### src/rtl/pipe_addsub.sv
// Pipelined adder/subtractor: the operands are split into STAGES chunks of WIDTH/STAGES bits,
// and each stage adds one chunk and passes its carry to the next, under a single global stall.
module pipe_addsub #(
    parameter int WIDTH  = 8,
    parameter int STAGES = 2
) (
    input  logic             CLK,
    input  logic             RST,
    input  logic [WIDTH-1:0] A,
    input  logic [WIDTH-1:0] B,
    input  logic             CIN,
    input  logic             MODE,
    input  logic             IN_VALID,
    output logic             IN_READY,
    output logic [WIDTH-1:0] SUM,
    output logic             COUT,
    output logic             OVF,
    output logic             OUT_VALID,
    input  logic             OUT_READY
);

    localparam int CW = WIDTH / STAGES;

    logic              advance;
    logic [STAGES-1:0] v_q;
    logic [WIDTH-1:0]  a_q  [STAGES];
    logic [WIDTH-1:0]  b_q  [STAGES];
    logic [WIDTH-1:0]  s_q  [STAGES];
    logic [WIDTH-1:0]  s_nx [STAGES];
    logic [STAGES-1:0] c_q;
    logic [STAGES-1:0] c_nx;

    assign advance  = !OUT_VALID || OUT_READY;
    assign IN_READY = advance || RST;

    // Stage k owns chunk k. Its register set holds the full operands (b already inverted for
    // subtract), the result chunks below k, and the carry into chunk k.
    for (genvar k = 0; k < STAGES; k++) begin : g_chunk
        logic [CW:0] csum;

        assign csum    = {1'b0, a_q[k][k*CW +: CW]} + {1'b0, b_q[k][k*CW +: CW]}
                       + {{CW{1'b0}}, c_q[k]};
        assign s_nx[k] = (s_q[k] & ~(WIDTH'({CW{1'b1}}) << (k*CW)))
                       | (WIDTH'(csum[CW-1:0]) << (k*CW));
        assign c_nx[k] = csum[CW];
    end

    always_ff @(posedge CLK) begin
        if (advance) begin
            a_q[0] <= A;
            b_q[0] <= MODE ? ~B : B;
            c_q[0] <= MODE ? 1'b1 : CIN;
            s_q[0] <= '0;
            for (int unsigned k = 1; k < STAGES; k++) begin
                a_q[k] <= a_q[k-1];
                b_q[k] <= b_q[k-1];
                s_q[k] <= s_nx[k-1];
                c_q[k] <= c_nx[k-1];
            end
        end
    end

    always_ff @(posedge CLK) begin
        if (RST) begin
            v_q       <= '0;
            OUT_VALID <= 1'b0;
            SUM       <= '0;
            COUT      <= 1'b0;
            OVF       <= 1'b0;
        end else if (advance) begin
            v_q       <= (v_q << 1) | STAGES'(IN_VALID);
            OUT_VALID <= v_q[STAGES-1];
            SUM       <= s_nx[STAGES-1];
            COUT      <= c_nx[STAGES-1];
            OVF       <= (a_q[STAGES-1][WIDTH-1] == b_q[STAGES-1][WIDTH-1])
                      && (s_nx[STAGES-1][WIDTH-1] != a_q[STAGES-1][WIDTH-1]);
        end
    end

endmodule

### config.mk
export PLATFORM = sky130hd
export DESIGN_NAME = pipe_addsub
export DESIGN_NICKNAME = d
export VERILOG_FILES = /design/src/rtl/pipe_addsub.sv
export SDC_FILE = /design/constraint.sdc
export NUM_CORES = 1
export LEC_CHECK = 0
export CORE_MARGIN = 1.5
export CORE_UTILIZATION = 50
export CTS_CLUSTER_SIZE = 40
export DETAILED_ROUTE_END_ITERATION = 7
export PLACE_DENSITY = 0.77
export SLEW_MARGIN = 20
export SYNTH_ARGS = -nofsm -noshare
export SYNTH_HDL_FRONTEND = slang
export SYNTH_SLANG_ARGS = --single-unit
### constraint.sdc
create_clock -name CLK -period 2.1 [get_ports CLK]
set_input_delay 0.315 -clock CLK [delete_from_list [all_inputs] [get_ports CLK]]
set_output_delay 0.315 -clock CLK [all_outputs]
set_load 0.01 [all_outputs]
# Word-level counts from Yosys, hierarchy flattened

Memories as Yosys holds them, arrays and structs flattened.
Cells that the tools add are included.

Latch bits: 0
Memory bits (writable): 48
ROM bits: 0
Memories: 3
Bits in registers: 15

Memories:

| name | depth | width | read ports | clocked after memory_dff | write ports | RTL line | source |
|---|---|---|---|---|---|---|---|
| a_q  | 2     | 8     | 2          | 0                        | 2           | 26       | `logic [WIDTH-1:0] a_q [STAGES];` |
| b_q  | 2     | 8     | 2          | 0                        | 2           | 27       | `logic [WIDTH-1:0] b_q [STAGES];` |
| s_q  | 2     | 8     | 2          | 0                        | 2           | 28       | `logic [WIDTH-1:0] s_q [STAGES];` |

$lt $le $gt $ge: 0
Divide/modulo/power cells: 0
Shifts and indexed selects: 0
Bitwise logic cells: 4
Multiply operators: 0
Eq/ne operators: 2
Reduce and logical (&&, ||, !) cells: 4
Add/sub/neg operators: 4
Muxes and demuxes: 3

Operators with widths:

| operator            | number |
|---|---|
| $add A4 B4 Y5       | 2 |
| $add A5 B1 Y5       | 2 |
| $mux W8             | 1 |
| $not A8 Y8          | 1 |
| $or A4 B8 Y8        | 1 |
| $or A8 B4 Y8        | 1 |
| $logic_or A1 B1 Y1  | 2 |
| $mux W1             | 2 |
| $or A2 B1 Y2        | 1 |
| $eq A1 B1 Y1        | 1 |
| $logic_and A1 B1 Y1 | 1 |
| $logic_not A1 Y1    | 1 |
| $ne A1 B1 Y1        | 1 |

# Longest topological paths before layout

Gate-level depths: netlist of run 1.

Depth in word-level cells: 5
Gate-level depth with buffers: 6
Depth with buffers taken out: 6

# Worst setup path before layout of run 1

Ideal clock, no wire load.

Path type: flip-flop to flip-flop
From: register c_q[1]
To: register SUM[5]
Setup time: 0.079 ns
Cell stages (with the launch flop): 5
Clock period less this slack: 1.535 ns
Data arrival time: 1.455 ns
Required time: 2.021 ns
Buffers on the path: 0
Path slack: 0.565 ns
Cells stage by stage: edfxtp_1 fa_1 inv_1 fa_1 a211oi_2

Cells in the longest elaborated chain, start to end: 2

RTL lines:

| element                          | RTL line | source |
|---|---|---|
| start: declaration               | 30       | `logic [STAGES-1:0] c_q;` |
| start signal: indexed assignment | 58       | `c_q[k] <= c_nx[k-1];` |
| $add A5 B1 Y5                    | 42       | `+ {{CW{1'b0}}, c_q[k]};` |
| $or A4 B8 Y8                     | 44       | `\| (WIDTH'(csum[CW-1:0]) << (k*CW));` |
| end signal: assignment           | 73       | `SUM <= s_nx[STAGES-1];` |
| end: declaration                 | 15       | `output logic [WIDTH-1:0] SUM,` |

Every way passes these cells.
A chain may end at the register's enable or synchronous reset.

# Final worst setup path of run 1

From: input port OUT_READY
To: output port IN_READY

Cells in the longest elaborated chain, start to end: 2

RTL lines:

| element            | RTL line | source |
|---|---|---|
| start: declaration | 19       | `input logic OUT_READY` |
| $logic_or A1 B1 Y1 | 33       | `assign advance = !OUT_VALID \|\| OUT_READY;` |
| $logic_or A1 B1 Y1 | 34       | `assign IN_READY = advance \|\| RST;` |
| end: declaration   | 14       | `output logic IN_READY,` |

Every way passes these cells.

==> run summary, run 1 <==
The initial antenna violation count came out at 0. The latest clock arrival within the worst-skew pair came out at 350 ps. Of the total power, combinational logic draws 0.177. The number of cells after detailed placement came out at 209. The netlist uses 28 different library cells. In this run the number of H-tree levels came out at 2. Across all layers, the routed design uses 1,073 vias. The switching part of the total came out at 0.238. The run finished with clean final reports. The internal power consumption is 1.41 mW. The net switching power is 0.441 mW. In this run the clock root is driven by a clkbuf_4. The post-detailed-routing wire length came out at 2560 um.

The number of global-route vias before repair is 1,033. A synthesized cell averages 13.5 um2. Post-CTS repair changed the size of 0 cells.

The detailed-route vias per instance came out at 4.94. The first global-routing pass estimated 4490 um of wire. The first-pass iteration count of the detailed router came out at 4. For this run, the register share of the synthesized area comes to 0.658. The clock arrives with 7.14 ps of skew. The global routing met2 resource utilization came out at 0.241.

Summed over all layers, the global routing overflow is 0. The worst slack at placement came out at 256 ps. The detailed placer's ending HPWL came out at 1880 um.

The leakage power summed over all cells came out at 0.871 nW. The clock sink count is 43. The part of the power in the clock network is 0.245. The total of flip-flops plus latches after synthesis came out at 43.

In this run the most used layer during global routing was met2. TritonCTS built the clock tree. The proportion of power drawn by flip-flops and latches is 0.578. The share of layout cells above drive strength 1 came out at 0.0877. During I/O placement, the number of pins put on the boundary was 34. The die covers 3890 um2. The standard cell core area came out at 3360 um2. The DRC violation count after routing is 0. The number of diodes came out at 0. The number of CTS-inserted buffers is 5. The final period demand of the worst path is 1830 ps. The worst setup path is captured at a primary output. The critical path class is in -> out. Setup violations remaining at the end of the flow were counted as 0. The clock passes through at most 2 buffers. The number of buffers inserted to repair setup after CTS came out at 0. Setup slack closes at 272 ps. The core occupancy in the finished layout came out at 0.661. The total count of hold-check failures in the final report was 0. The number of hold buffers added after CTS was 0. For the pin with the worst max-slew slack, the measured transition is 439 ps. Setup repair after global routing left no endpoint under its margin. In the synthesized netlist the dominant register cell turns out to be edfxtp_1. The number of nets in the layout is 202.

The layout-stage area growth over the synthesis result came out at 26.0%. The max-cap check violation count came out at 0. Dividing the final minimum period by the clock period gives 0.870.

The count of port buffers added during placement is 33. The critical path required time came out at 1780 ps. The die is 62.4 um wide.

The die height came out at 62.4 um. The number of nets produced by synthesis is 163. The largest vdd supply drop is 0.475 mV.

For this run, the number of standard cells in the final layout without fillers is 217. The kind of start point of the critical path is an input pin. The maximum number of pins on one net before global-route repair is 17. The critical-path maximum fanout came out at 3. The number of DRC violations after detailed-routing iteration 0 is 64.

The congestion estimate from routability-driven global placement came to 0.718. Leaving out fill and tap cells, the most frequent cells in the layout are clkdlybuf4s50_1, edfxtp_1, nand2_1. The effective utilization at floorplan is 0.525.

The power density over cell area came out at 833 nW/um2. The worst slew margin relative to its limit is 0.706. The worst hold path belongs to the class reg -> reg.

Leaving out fill and tap cells, the most frequent cell in the layout is clkdlybuf4s50_1. The data arrival at the endpoint of the critical path came out at 1510 ps. The synthesized netlist occupies a cell area of 1760 um2. In the global route stage, overall resource usage came out at 0.150.

The cell count after synthesis came out at 131. The synthesis warning total is 0. The proportion of synthesized flip-flops having asynchronous set or reset came out at 0. The met3 track utilization from global routing came out at 0.0685.

The met1 routing resource usage after global routing is 0.175. The count of nets left with antenna violations after detail routing came out at 0. The final count of pins violating max slew came to 0. The highest attainable clock frequency came out at 547 MHz. The floorplan has 21 rows.

Yosys mapped a number of flops with a built-in enable equal to 30. The routed wire length per instance came out at 11.8 um. The total negative slack for setup checks is 0 ps. The register clock-pin slew on the reported worst setup and hold paths came out at 120 ps.
[routing by layer]
layer | vias to the layer above | share of wire
met5 | - | 0
met4 | 0 | 0.015
met3 | 6 | 0.094
met2 | 48 | 0.46
met1 | 491 | 0.43
li1 | 528 | -
[sequential cells by signal, summed over array words and instances (netlist names)]
name and count:
COUT 1, OUT_VALID 1, OVF 1, SUM 8, a_q 12, b_q 12, c_q 2, s_q 4
v_q 2
[worst paths after layout]
check                       from                   end  slack (ps)  cells after the start
max                    OUT_READY              IN_READY         270                      4
min          b_q[0][6]$_DFFE_PP_  b_q[0][14]$_DFFE_PP_         430                      0
max reg2reg     c_q[1]$_DFFE_PP_   SUM[5]$_SDFFE_PP0P_         450                      4
min reg2reg  b_q[0][6]$_DFFE_PP_  b_q[0][14]$_DFFE_PP_         430                      0
[through the flow]
| step | cell area, um2 | power (mW) | hold WS [ps] |
|---|---|---|---|
| floorplan | 1760 | 1.27 | 388 |
| global placement | 2150 | 1.40 | 401 |
| detailed placement | 2150 | 1.42 | 406 |
| CTS | 2220 | 1.87 | 435 |
| global route | 2220 | 1.96 | 441 |
| finish | 2220 | 1.85 | 433 |
[cell families after synthesis]
| group | after synthesis | share of synthesized area |
|---|---|---|
| DFF | 43 | 0.658 |
| and+or+nand+nor | 35 | 0.0922 |
| AOI/OAI and AO/OA | 19 | 0.0723 |
| adders and majority gates | 10 | 0.0879 |
| buffers and inverters | 13 | 0.0348 |
| xor gates and xnor gates | 11 | 0.0546 |
[power by group through the flow]
stage / clock (mW) / combinational, mW / sequential, mW
after global routing: 0.511 / 0.364 / 1.09
final: 0.454 / 0.327 / 1.07
after detailed placement: 0 / 0.329 / 1.09
after floorplan: 0 / 0.165 / 1.10
after CTS: 0.465 / 0.330 / 1.07
after global placement: 0 / 0.315 / 1.09
[synth_stat cells, types with 2 or more instances]
| cell type | instances | share of area |
|---|---|---|
| a21oi_1 | 10 | 0.028 |
| buf_2 | 4 | 0.011 |
| dfxtp_1 | 13 | 0.15 |
| edfxtp_1 | 30 | 0.51 |
| fa_1 | 4 | 0.045 |
| ha_1 | 6 | 0.043 |
| inv_1 | 7 | 0.015 |
| nand2_1 | 17 | 0.036 |
| nand2b_1 | 2 | 0.0071 |
| nand3_1 | 2 | 0.0057 |
| nand3b_1 | 3 | 0.013 |
| nor2_1 | 6 | 0.013 |
| nor2b_1 | 3 | 0.011 |
| xnor2_1 | 3 | 0.015 |
| xor2_1 | 8 | 0.040 |
[final cells by class]
| type | instances | area, um2 |
|---|---|---|
| Sequential cell | 43 | 1160 |
| Inverter | 8 | 30.0 |
| Clock buffer | 7 | 65.1 |
| Tap cell | 46 | 57.6 |
| Clock inverter | 1 | 7.51 |
| Timing Repair Buffer | 37 | 360 |
| Fill cell | 273 | 1140 |
| Multi-Input combinational cell | 75 | 542 |
[critical path, stage by stage]
cell and delay, ps:
clkdlybuf4s50_1 390, nor2b_1 240, nand2b_1 80, clkdlybuf4s50_1 480
Note: power is estimated with default switching activity, not from simulation.
==> run 2: changes to the inputs <==
==> constraint.sdc (replaced) <==
create_clock -name CLK -period 1.9 [get_ports CLK]
set_input_delay 0.285 -clock CLK [delete_from_list [all_inputs] [get_ports CLK]]
set_output_delay 0.285 -clock CLK [all_outputs]
set_load 0.01 [all_outputs]
==> run 2 against run 1 <==
Net effect:
- die area unchanged
- hold slack worse by 11 ps
- via count down 0.28%
- cell count down 0.46%
- critical endpoint unchanged
- register-to-register slack worse by 180 ps
- core utilization down 0.56 points
- highest routed layer unchanged
==> run summary, run 2 (synthesis results as in run 1) <==
The power density over cell area came out at 886 nW/um2 (+6.3%). The total count of hold-check failures in the final report came out at 0 (unchanged). The initial antenna violation count is 0 (unchanged). The number of DRC violations after detailed-routing iteration 0 came out at 32 (-50%). The depth of the most critical reg-to-reg path is 4 (unchanged).

The post-detailed-routing wire length came out at 2490 um (-2.7%). The largest registers in the layout are a_q (12), b_q (12), SUM (8). The count of port buffers added during placement is 33 (unchanged). The number of cells after detailed placement is 208 (-0.48%). In the layout the commonest cells are clkdlybuf4s50_1, edfxtp_1, nand2_1. The worst slack at placement is 234 ps (-22.4 ps).

The commonest non-fill, non-tap cell in the layout is clkdlybuf4s50_1. The critical-path maximum fanout came out at 2 (-1). The data arrival at the endpoint of the critical path came to 1380 ps (-130 ps). The worst slew margin relative to its limit is 0.698 (-0.00822).

The routed wire length per instance came out at 11.5 um (-2.2%). The largest vdd supply drop was 0.524 mV (+10%). The final-layout worst hold slack came to 422 ps (-11.0 ps).

The number of buffers inserted to repair setup after CTS came out at 0 (unchanged). The final count of pins violating max slew came out at 0 (unchanged). The worst setup path is captured at a primary output. The kind of start point of the critical path is an input pin. The number of gates given a new drive strength after cts came out at 0 (unchanged). The maximum number of pins on one net before global-route repair is 44 (+27).

The number of diodes came to 0 (unchanged). The standard cell core area is 3360 um2 (unchanged). The die span in x came out at 62.4 um (unchanged).

The clock sink count came out at 43 (unchanged). The final clock skew is 10.9 ps (+3.75 ps). The post-cts hold buffer count came out at 0 (unchanged).

The post-route cell area was 2200 um2 (-0.84%). The register clock-pin slew on the reported worst setup and hold paths is 120 ps (about the same). The effective utilization at floorplan is 0.525 (unchanged). For this run, the top clock speed supported by timing is 601 MHz.

The latest clock arrival within the worst-skew pair is 340 ps (about the same). The maximum count of clock buffers along a single path came out at 2 (unchanged). The first-pass iteration count of the detailed router is 3 (-1). The detailed-route vias per instance is 4.95 (+0.18%).

The number of global-route vias before repair came out at 1,079 (+4.5%). The core occupancy in the finished layout came out at 0.656 (-0.00558). The max-cap check violation count came out at 0 (unchanged).

The total track usage was 0.152 (+0.00142). The root cell of the clock tree is clkbuf_4. The via total after detailed routing was 1,070 (-0.28%). Setup repair after global routing left no endpoint under its margin. The number of cells on the worst hold path came out at 0 (unchanged). The run finished with clean final reports. The total negative slack for setup checks is 0 ps (unchanged). The number of H-tree levels is 2 (unchanged). The post-placement cell area came to 2160 um2 (+0.23%).

The boundary pin count came out at 34 (unchanged). The total power came out at 1.95 mW (+5.5%). The global placer's final weighted congestion is 0.730 (+1.6%). The share of layout cells above drive strength 1 was 0.0647 (-0.0230).

The worst setup path is of the in -> out kind. The final worst-path setup slack is 236 ps (-36.3 ps). The die outline area came out at 3890 um2 (unchanged). The count of nets left with antenna violations after detail routing came out at 0 (unchanged). The final period demand of the worst path came out at 1660 ps. Compared with the post-synthesis result, the final layout area differs by 25.0%. The leakage power summed over all cells came out at 0.862 nW (-1.0%).

The critical path required time is 1620 ps (-160 ps). The post-layout instance count excluding filler cells is 216 (-0.46%). TritonCTS built the clock tree.

The class of the tightest hold or removal check is reg -> reg. The final setup violation count is 0 (unchanged). The first-pass GRT wire length is 4560 um (+1.7%). The count of standard-cell rows is 21 (unchanged). The transition time of the tightest slew-check pin is 451 ps (+12.3 ps). The global-route congestion overflow total is 0 (unchanged). The DRC violation count after routing came out at 0 (unchanged). The part of the cycle the worst path needs came out at 0.876. The number of CTS-inserted buffers came out at 5 (unchanged).

The die height was 62.4 um (unchanged). The number of nets in the layout was 201 (-0.50%). The detailed placer's ending HPWL came to 1810 um (-3.4%).
run 2: cell count changes in the layout (fill, tap and decap cells not counted):
cell,change
buf_12,+1
buf_4,-2
clkbuf_1,+3
clkbuf_8,-2
clkinvlp_4,-1
run 2: final timing paths:
path,from,endpoint,slack [ps]
worst max-delay path,RST,IN_READY,240
worst min-delay path,a_q[0][4]$_DFFE_PP_,a_q[0][12]$_DFFE_PP_,420
worst max register to register,c_q[1]$_DFFE_PP_,SUM[5]$_SDFFE_PP0P_,270
worst min register to register,a_q[0][4]$_DFFE_PP_,a_q[0][12]$_DFFE_PP_,420
run 2: final cells by class:
type | count | area (um2)
flip-flops and latches | 43 | 1160
fillers | 279 | 1160
multi-input cells | 75 | 542
repair buffers | 36 | 365
well taps | 46 | 57.6
clock buffers | 8 | 48.8
inverters | 8 | 30.0
run 2: power breakdown:
group          total [mW]  internal (mW)  switching [mW]
combinational       0.362          0.207           0.155
clock               0.404          0.148           0.257
sequential           1.19           1.14          0.0501
run 2: routing by layer:
metal	up-vias	track usage	share of wire	wire, um
met3	4	0.0649	0.067	168
li1	529	-	-	-
met2	36	0.257	0.51	1270
met4	0	0.0750	0.0096	24
met1	501	0.162	0.41	1020
met5	-	0	0	0
run 2: critical path, stage by stage:
cell,delay [ps]
clkdlybuf4s50_1,470
nand2b_1,100
clkdlybuf4s50_1,520
==> run 3: changes to the inputs <==
--- a/config.mk
+++ b/config.mk
@@ -5,6 +5,7 @@
 export SDC_FILE = /design/constraint.sdc
 export NUM_CORES = 1
 export LEC_CHECK = 0
+export ABC_AREA = 1
 export CORE_MARGIN = 1.5
 export CORE_UTILIZATION = 50
 export CTS_CLUSTER_SIZE = 40
==> run 3 against run 2 <==
Net effect:
- largest cell class unchanged
- routed wire length grew 7.3%
- count of clock-buffer cells in the layout fell by 1
- critical path type unchanged
- cell area is 2.0% higher
==> run summary, run 3 <==
The run finished with clean final reports. The worst setup path is launched from an input pin. The DRC violation count after routing was 0 (unchanged). The proportion of netlist area held by the largest area contributor came out at 0.512 (+0.00182). The depth of the most critical reg-to-reg path is 4 (unchanged). The maximum number of pins on one net before global-route repair is 24 (-45%). The global placer's final weighted congestion came out at 0.726 (-0.47%). In this run the critical register-to-register path is launched from c_q[1]$_DFFE_PP_.

The count of nets left with antenna violations after detail routing is 0 (unchanged). The first-pass iteration count of the detailed router came out at 4 (+1). The final worst-path setup slack is 114 ps (-122 ps). The post-cts hold buffer count came out at 0 (unchanged).

The number of cells after detailed placement is 222 (+6.7%). The worst slew margin relative to its limit is 0.711 (+0.0126). The number of CTS-inserted buffers came out at 5 (unchanged). The proportion of power drawn by flip-flops and latches is 0.561 (-0.047). The post-placement cell area was 2170 um2 (+0.87%). The number of buffers inserted to repair setup after CTS is 0 (unchanged). In this run the critical register-to-register path is captured at SUM[5]$_SDFFE_PP0P_.

STA classifies the critical path endpoint as a primary output. The net switching power came out at 0.496 mW (+7.4%). The detailed-route vias per instance is 4.79 (-3.3%). The power density over cell area came out at 946 nW/um2 (+6.8%). The post-detailed-routing wire length was 2670 um (+7.3%). The routed wire length per instance was 11.6 um (+0.74%). The critical path required time came out at 1620 ps (about the same).

The routed metal-1 wirelength came out at 1080 um (+5.4%). The total count of hold-check failures in the final report is 0 (unchanged). The total power is 2.13 mW (+9.0%). The total negative slack for setup checks came out at 0 ps (unchanged). The number of diodes is 0 (unchanged).

The critical-path maximum fanout is 4 (+2). The via total after detailed routing was 1,102 (+3.0%). The number of nets in the layout came to 215 (+7.0%). The number of nets produced by synthesis came to 173 (+6.1%). The layout-stage area growth over the synthesis result is 28.0%. The part of the power in the clock network came out at 0.258 (+0.051). The commonest non-fill, non-tap cell in the layout is clkdlybuf4s50_1.

The area of combinational cells with multiple inputs is 508 um2 (-6.2%). The boundary pin count is 34 (unchanged). The die span in x is 62.3 um (-0.17%). The mean instance size in the synthesized netlist is 12.5 um2 (-7.4%). The transition time of the tightest slew-check pin came to 432 ps (-18.9 ps). The leakage power summed over all cells is 0.929 nW (+7.7%). The max-cap check violation count is 0 (unchanged).

The worst min-delay path startpoint is b_q[0][6]$_DFFE_PP_. The part of the cycle the worst path needs came out at 0.940 (+0.0641). The synthesis warning total is 0 (unchanged). The worst slack at placement came to 122 ps (-112 ps). The area taken by flip-flops and latches is 1160 um2 (unchanged). The largest vdd supply drop is 0.465 mV (-11%). The core occupancy in the finished layout came out at 0.669 (+0.0134).

The first-pass GRT wire length came out at 4360 um (-4.4%). The number of cells on the worst hold path is 0 (unchanged). The post-route cell area is 2250 um2 (+2.0%).

The final period demand of the worst path came to 1790 ps (+122 ps). The number of distinct library cells after synthesis is 21 (-25%). The final clock skew is 4.15 ps (-6.74 ps). The die outline area came to 3880 um2 (-0.34%). Leaving out fill and tap cells, the most frequent cells in the layout are clkdlybuf4s50_1, edfxtp_1, inv_1. By area the synthesized netlist is led by edfxtp_1, dfxtp_1, xor2_1.

The proportion of synthesized flip-flops having asynchronous set or reset was 0 (unchanged). The number of enable flip-flop cells after synthesis is 30 (unchanged). Setup repair after global routing left no endpoint under its margin. The final-layout worst hold slack came out at 432 ps (+10.1 ps).

The number of global-route vias before repair is 1,033 (-4.3%). The count of standard-cell rows came out at 21 (unchanged). The switching part of the total is 0.233 (-0.00346).

The highest attainable clock frequency is 560 MHz (-6.8%). The data arrival at the endpoint of the critical path came out at 1500 ps (+120 ps). The final setup violation count came to 0 (unchanged).

The cell count after synthesis is 141 (+7.6%). The count of port buffers added during placement is 33 (unchanged). The setup slack on the worst flop-to-flop path is 310 ps (+40 ps). The latest clock arrival within the worst-skew pair is 350 ps (about the same). The total of flip-flops plus latches after synthesis is 43 (unchanged). The number of gates given a new drive strength after cts is 0 (unchanged). The internal power consumption came out at 1.63 mW (+9.5%).

The sequential element share of the synthesized area is 0.660 (+0.00234). The register clock-pin slew on the reported worst setup and hold paths came out at 110 ps (about the same). TritonCTS built the clock tree. The worst hold path belongs to the class reg -> reg.

The length of routed met3 wiring came out at 173 um (+3.0%). The fill cell total of the finished layout came out at 282 (+1.1%). Among all cell types in the netlist, the one instantiated most often is edfxtp_1. Summed over all instances, the cell type with the most area after synthesis is edfxtp_1. The effective utilization at floorplan is 0.523 (-0.00186). The initial antenna violation count came out at 0 (unchanged). The number of H-tree levels is 2 (unchanged). The prevailing post-synth register cell is edfxtp_1. For hold timing, the worst endpoint is b_q[0][14]$_DFFE_PP_. Signal routing reaches up to met4. The clock sink count is 43 (unchanged). The standard cell core area is 3360 um2 (unchanged). The total track usage came out at 0.149 (-0.00223).

Clock tree synthesis selected as its root buffer the cell clkbuf_4. The number of DRC violations after detailed-routing iteration 0 came to 68 (+110%). The post-layout instance count excluding filler cells came out at 230 (+6.5%).

The critical path in this run is classified as in -> out. The largest registers in the layout are a_q (12), b_q (12), SUM (8). The global-route congestion overflow total is 0 (unchanged). The cell area after synthesis came out at 1760 um2 (-0.35%). The routed length on met2 came out at 1350 um (+6.0%). The maximum count of clock buffers along a single path is 2 (unchanged).

The commonest cells after synthesis are edfxtp_1, inv_1, nand2_1. The final count of pins violating max slew was 0 (unchanged). The die height is 62.3 um (-0.17%). The proportion of power drawn by combinational gates came out at 0.181 (-0.004). The detailed placer's ending HPWL is 1940 um (+7.1%). The share of layout cells above drive strength 1 came out at 0.0815 (+0.0168).
==> run 3: cell count changes in the layout (fill, tap and decap cells not counted), sizes merged, moves of 3 or more <==
| cell | previous run | this run |
|---|---|---|
| inv | 8 | 18 |
| a21oi | 10 | 2 |
| o21ai | 2 | 11 |
| nand3 | 2 | 9 |
| nand3b | 3 | 0 |
| nor2 | 6 | 14 |
| nor2b | 3 | 0 |
==> run 3: per-layer routing <==
metal	global-route usage	vias up
met5	0	-
met4	0.0833	0
met3	0.0580	8
met2	0.262	38
met1	0.152	500
li1	-	556
==> run 3: worst max path at each step <==
stage	start	to	slack, ps	cells past startpoint
global route	RST	IN_READY	50	4
finish	RST	IN_READY	110	4
global placement	OUT_READY	IN_READY	150	4
floorplan	c_q[1]$_DFFE_PP_	SUM[5]$_SDFFE_PP0P_	420	4
CTS	RST	IN_READY	120	4
detailed placement	OUT_READY	IN_READY	120	4
==> run 3: power groups by stage <==
stage | sequential [mW] | clock (mW) | combinational [mW]
floorplan | 1.23 | 0 | 0.189
global placement | 1.21 | 0 | 0.371
detailed placement | 1.22 | 0 | 0.385
CTS | 1.20 | 0.564 | 0.390
global route | 1.21 | 0.609 | 0.430
finish | 1.19 | 0.549 | 0.386
==> run 3: final cells by class <==
class	count	area share
Clock buffer	7	0.0200
Clock inverter	1	0.0133
Inverter	18	0.0300
Multi-Input combinational cell	77	0.226
Sequential cell	43	0.516
Tap cell	46	0.0256
Timing Repair Buffer	38	0.169
==> run 3: cell families after synthesis <==
kind of cell / count (synthesis) / share of synthesized area
xor gates and xnor gates: 11 / 0.0548
DFF: 43 / 0.660
adders and majority gates: 10 / 0.0883
AOI/OAI and AO/OA: 15 / 0.0441
buffers and inverters: 21 / 0.0505
and+or+nand+nor: 41 / 0.102
==> run 3: worst max-delay path, cell delays in order <==
cell,delay [ps]
clkdlybuf4s50_1,480
inv_1,60
nand2_1,120
clkdlybuf4s50_1,550
